===== config.mk =====
export PLATFORM = sky130hd
export DESIGN_NAME = cacheline_burst_adaptor
export DESIGN_NICKNAME = d
export VERILOG_FILES = /design/src/rtl/cacheline_burst_adaptor.sv
export SDC_FILE = /design/constraint.sdc
export NUM_CORES = 1
export LEC_CHECK = 0
export CAP_MARGIN = 20
export CORE_MARGIN = 2
export CORE_UTILIZATION = 36
export CTS_CLUSTER_DIAMETER = 40
export DETAILED_ROUTE_END_ITERATION = 6
export MAX_ROUTING_LAYER = met4
export PLACE_DENSITY = 0.65
export SYNTH_ARGS = -nofsm -noshare
export SYNTH_HDL_FRONTEND = slang
export SYNTH_SLANG_ARGS = --single-unit

===== constraint.sdc =====
create_clock -name clk -period 23.7 [get_ports clk]
set_input_delay 4.74 -clock clk [delete_from_list [all_inputs] [get_ports clk]]
set_output_delay 4.74 -clock clk [all_outputs]
set_load 0.01 [all_outputs]

===== src/rtl/cacheline_burst_adaptor.sv =====
`default_nettype none
// ============================================================================
// cacheline_burst_adaptor
// Converts one cache-line read/write into a BURST_LEN-beat memory burst.
// Optional macro ADAPTOR_STATS_EN adds completed read/write counters.
// Revision: 1.0
// ============================================================================
module cacheline_burst_adaptor #(
  parameter int LINE_W  = 256,
  parameter int BURST_W = 64,
  parameter int ADDR_W  = 32
) (
  input  logic              clk,
  input  logic              rst,
  input  logic [LINE_W-1:0] line_i,
  output logic [LINE_W-1:0] line_o,
  input  logic [ADDR_W-1:0] address_i,
  input  logic              read_i,
  input  logic              write_i,
  output logic              resp_o,
  input  logic [BURST_W-1:0] burst_i,
  output logic [BURST_W-1:0] burst_o,
  output logic [ADDR_W-1:0] address_o,
  output logic              read_o,
  output logic              write_o,
  input  logic              resp_i
`ifdef ADAPTOR_STATS_EN
  ,
  output logic [31:0]       rd_count_o,
  output logic [31:0]       wr_count_o
`endif
);

  localparam int BURST_LEN = LINE_W / BURST_W;
  localparam int CNT_W     = (BURST_LEN > 1) ? $clog2(BURST_LEN) : 1;
  localparam int OFF_W     = $clog2(LINE_W / 8);
  localparam logic [CNT_W-1:0]  C_LAST     = CNT_W'(BURST_LEN - 1);
  localparam logic [ADDR_W-1:0] C_OFF_MASK = ADDR_W'((64'd1 << OFF_W) - 64'd1);

  typedef enum logic [1:0] {
    ST_IDLE  = 2'd0,
    ST_READ  = 2'd1,
    ST_WRITE = 2'd2,
    ST_DONE  = 2'd3
  } state_t;

  state_t r_state;
  state_t w_state_next;

  logic [CNT_W-1:0]                  r_cnt;
  logic [BURST_LEN-1:0][BURST_W-1:0] r_buf;
  logic [BURST_LEN-1:0][BURST_W-1:0] w_assembled;
  logic [LINE_W-1:0]                 r_line;
  logic [ADDR_W-1:0]                 r_addr;
  logic [ADDR_W-1:0]                 w_aligned;
  logic                              w_final;

  assign w_aligned = address_i & ~C_OFF_MASK;
  assign w_final   = resp_i && (r_cnt == C_LAST);

  always_comb begin
    w_assembled        = r_buf;
    w_assembled[r_cnt] = burst_i;
  end

  always_ff @(posedge clk or posedge rst) begin
    if (rst) r_state <= ST_IDLE;
    else     r_state <= w_state_next;
  end

  always_comb begin
    w_state_next = r_state;
    read_o       = 1'b0;
    write_o      = 1'b0;
    resp_o       = 1'b0;
    burst_o      = '0;
    case (r_state)
      ST_IDLE: begin
        // Dirty writeback must reach memory before the refill read.
        if (write_i)     w_state_next = ST_WRITE;
        else if (read_i) w_state_next = ST_READ;
      end
      ST_READ: begin
        read_o = 1'b1;
        if (w_final) w_state_next = ST_DONE;
      end
      ST_WRITE: begin
        write_o = 1'b1;
        burst_o = r_buf[r_cnt];
        if (w_final) w_state_next = ST_DONE;
      end
      default: begin
        resp_o       = 1'b1;
        w_state_next = ST_IDLE;
      end
    endcase
  end

  always_ff @(posedge clk or posedge rst) begin
    if (rst) begin
      r_cnt  <= '0;
      r_buf  <= '0;
      r_line <= '0;
      r_addr <= '0;
    end else begin
      case (r_state)
        ST_IDLE: begin
          if (write_i) begin
            r_buf  <= line_i;
            r_addr <= w_aligned;
          end else if (read_i) begin
            r_buf  <= '0;
            r_addr <= w_aligned;
          end
        end
        ST_READ: begin
          if (resp_i) begin
            r_buf <= w_assembled;
            if (w_final) begin
              r_cnt  <= '0;
              r_line <= w_assembled;
            end else begin
              r_cnt <= r_cnt + CNT_W'(1);
            end
          end
        end
        ST_WRITE: begin
          if (resp_i) begin
            if (w_final) r_cnt <= '0;
            else         r_cnt <= r_cnt + CNT_W'(1);
          end
        end
        default: ;
      endcase
    end
  end

  // line_o is a read-only copy so writebacks never disturb the last fill.
  assign line_o    = r_line;
  assign address_o = r_addr;

`ifdef ADAPTOR_STATS_EN
  logic        r_was_read;
  logic [31:0] r_rd_count;
  logic [31:0] r_wr_count;

  always_ff @(posedge clk or posedge rst) begin
    if (rst) begin
      r_was_read <= 1'b0;
      r_rd_count <= '0;
      r_wr_count <= '0;
    end else begin
      if (r_state == ST_IDLE && (write_i || read_i)) r_was_read <= !write_i;
      if (r_state == ST_DONE) begin
        if (r_was_read) r_rd_count <= r_rd_count + 32'd1;
        else            r_wr_count <= r_wr_count + 32'd1;
      end
    end
  end

  assign rd_count_o = r_rd_count;
  assign wr_count_o = r_wr_count;
`endif

endmodule
`default_nettype wire


==> flow_summary.yaml <==
sta:
  fin_ws_ps: 15140
  fin_skew_ps: 29.0
  whs_ps: 475
  relSlewSlack_pct: 21.3
  maxSlewViolCount: 0
  final.period_utilization_pct: 36.1
  rsz0062_at_grt: "false"
  fmax_mhz: 117
  min_period_ps: 8560
  tns_ps: 0
  finalSetupViolCount: 0
  tightestPinTransition_ps: 1180
  finalHoldViolations: 0
grt:
  grt_usage_pct: 25.7
  grt_max_degree: 180
  grt_pass1_vias: 23400
  antenna_found_initial: 20
  grt_pass1_wl_um: 151000
  grt_overflow: 0
critical_path:
  r2r-start: "r_cnt[0]"
  worstReg2RegEnd: "r_buf[198]"
  critical_path_class: "reg -> out"
  crit_arrival_ps: 3820
  worstSetupStartpoint: "r_cnt[0]"
  worstRegToRegCells: 7
  cp-start-kind: "register"
  worstSetupEndpointType: "primary output"
  critPathCapture: "burst_o[52]"
  cp_max_fo: 39
  r2r_setup_slack_ps: 18510
  required_ps: 18960
placed_design:
  dp_cells: 3885
  hpwl_um: 65900
  port_buffers: 701
  gp_congestion: 0.869
  dp_slack_ps: 14750
run:
  drv_cap: 0
floorplan:
  core_area_mm2: 0.0771
  io_pins: 712
  die_h_um: 282
  die_area_mm2: 0.0797
  rows: 102
  die_w_um: 282
  initial_core_util_pct: 36.2
synthesis:
  synth_cell_types: 32
  netlist_instances: 2320
  synth_ff_type: "dfrtp_1"
  syn_area_per_cell_um2: 12.0
  yosysSeqAreaShare_pct: 48.7
  syn-cell-area_mm2: 0.0279
  ys_seq_elements: 543
  ys_async_sr_fraction_pct: 100
  yosys_warnings: 0
  synth_edf_count: 0
layout:
  drive_gt1_share_pct: 25.4
  syn2layout_area_growth_pct: 40.3
  instances_no_fill: 4093
  final_cell_mix: "701 x clkdlybuf4s50_1, 541 x dfrtp_1, 386 x nand2_1, 376 x mux2_2, 194 x a22o_1"
  nNetsFinal: 3314
  fillers: 6820
  final_common_cell: "clkdlybuf4s50_1"
clock_network:
  postCtsSetupBuffers: 0
  clk_path_buf_depth: 3
  cts.clk_slew.worst_paths_ps: 50
  insertion_delay_ps: 630
  cts_tree: "done"
  cts_buffers: 99
  cts_root_buffer: "clkbuf_16"
  hold_buffers: 0
  ctsHtreeMaxLevel: 3
  clock-sinks: 543
  ctsResizeCount: 0
routing:
  wl_per_cell_um: 24.9
  post-route-drc-count: 1
  ant_nets: 0
  drt_first_iter_violations: 1463
  wirelength_um: 102000
  vias: 22200
  first_pass_iters: 7
  vias_per_cell: 5.42
pwr:
  p_sw_mw: 2.20
  internal-power_mw: 3.80
  p_seq_share_pct: 27.0
  leakage_nw: 16.5
  combPwrFrac_pct: 48.2
  ir_drop_uv: 112
  power_density_mw_per_mm2: 153
  finalPower_mw: 6.00
  swShare_pct: 36.7
  p_clk_share_pct: 24.8
status:
  outcome: "complete, but fails checks"
  violations: "DRC"
worst_hold_path:
  hold_path_class: "reg -> reg"
  worstHoldStart: "line_o[172]"
-- cell families after synthesis --
family	synth area share (%)
buffers and inverters	4.04
adder cells (fa/ha/maj)	0.404
other	0.0135
AO/OA/AOI/OAI	13.4
multiplexers	26.0
AND/OR/NAND/NOR	7.38
flip-flops	48.7
-- sequential cells by signal (all words and copies together) (netlist names) --
signal / cells
line_o: 256
r_buf: 256
address_o: 27
r_cnt: 2
r_state: 2
-- per-layer routing --
layer | track usage [%] | part of all wire (%)
met1 | 31.6 | 41
met2 | 41.5 | 49
met3 | 5.83 | 7.1
met4 | 9.44 | 3.0
met5 | - | 0
-- cell type report --
type                    count  area [um^2]  share of cell area (%)
diodes                     20         50.0                   0.128
clock buffers             129         2740                    7.01
clock inverters            57          777                    1.99
inverters                   6         30.0                  0.0768
multi-input cells        1561        13300                    33.9
flip-flops and latches    543        13600                    34.8
well taps                1040         1300                    3.33
repair buffers            737         7350                    18.8
-- power groups by stage --
stage | clock (mW) | sequential (mW) | combinational (mW)
3_5_place_dp | 0 | 1.63 | 2.89
2_1_floorplan | 0 | 1.62 | 1.77
6_report | 1.49 | 1.62 | 2.89
5_1_grt | 1.56 | 1.67 | 3.08
3_3_place_gp | 0 | 1.60 | 2.84
4_1_cts | 1.51 | 1.62 | 2.91
-- metrics by stage --
| stage | instance area [um^2] | util (%) |
|---|---|---|
| 3_3_place_gp | 35500 | 46.1 |
| 3_5_place_dp | 35500 | 46.1 |
| 5_1_grt | 39100 | 50.8 |
| 4_1_cts | 39000 | 50.6 |
| 6_report | 39100 | 50.8 |
| 2_1_floorplan | 27900 | - |
-- critical path, cell delays in order, from the launching register on --
cell and delay, ps:
dfrtp_4 920, buf_4 860, mux4_2 640, and2_1 180, clkdlybuf4s50_1 520
-- how the worst min path moves through the flow --
stage                  endpoint  slack [ps]  cells after the start
global route         r_buf[196]         500                      1
floorplan            r_buf[192]         450                      1
finish              line_o[172]         480                      2
global placement     r_buf[223]         470                      1
CTS                 line_o[134]         480                      2
detailed placement   r_buf[195]         470                      1
-- synth_stat cells (all sizes together), types with 2 or more instances --
| master | number | area, um^2 |
|---|---|---|
| a22o | 194 | 1700 |
| ha | 9 | 113 |
| nand2b | 23 | 144 |
| o21ai | 194 | 975 |
| buf | 117 | 738 |
| a2bb2oi | 23 | 201 |
| dfrtp | 543 | 13600 |
| nand2 | 387 | 1450 |
| a211oi | 2 | 25.0 |
| a21oi | 2 | 10.0 |
| a211o | 2 | 17.5 |
| clkbuf | 97 | 364 |
| inv | 6 | 22.5 |
| mux4 | 64 | 1440 |
| a22oi | 62 | 465 |
| and2 | 65 | 407 |
| mux2 | 480 | 5800 |
| nor2 | 3 | 11.3 |
| nand3 | 2 | 10.0 |
| o2bb2ai | 39 | 342 |
Note: power is estimated with default switching activity, not from simulation.
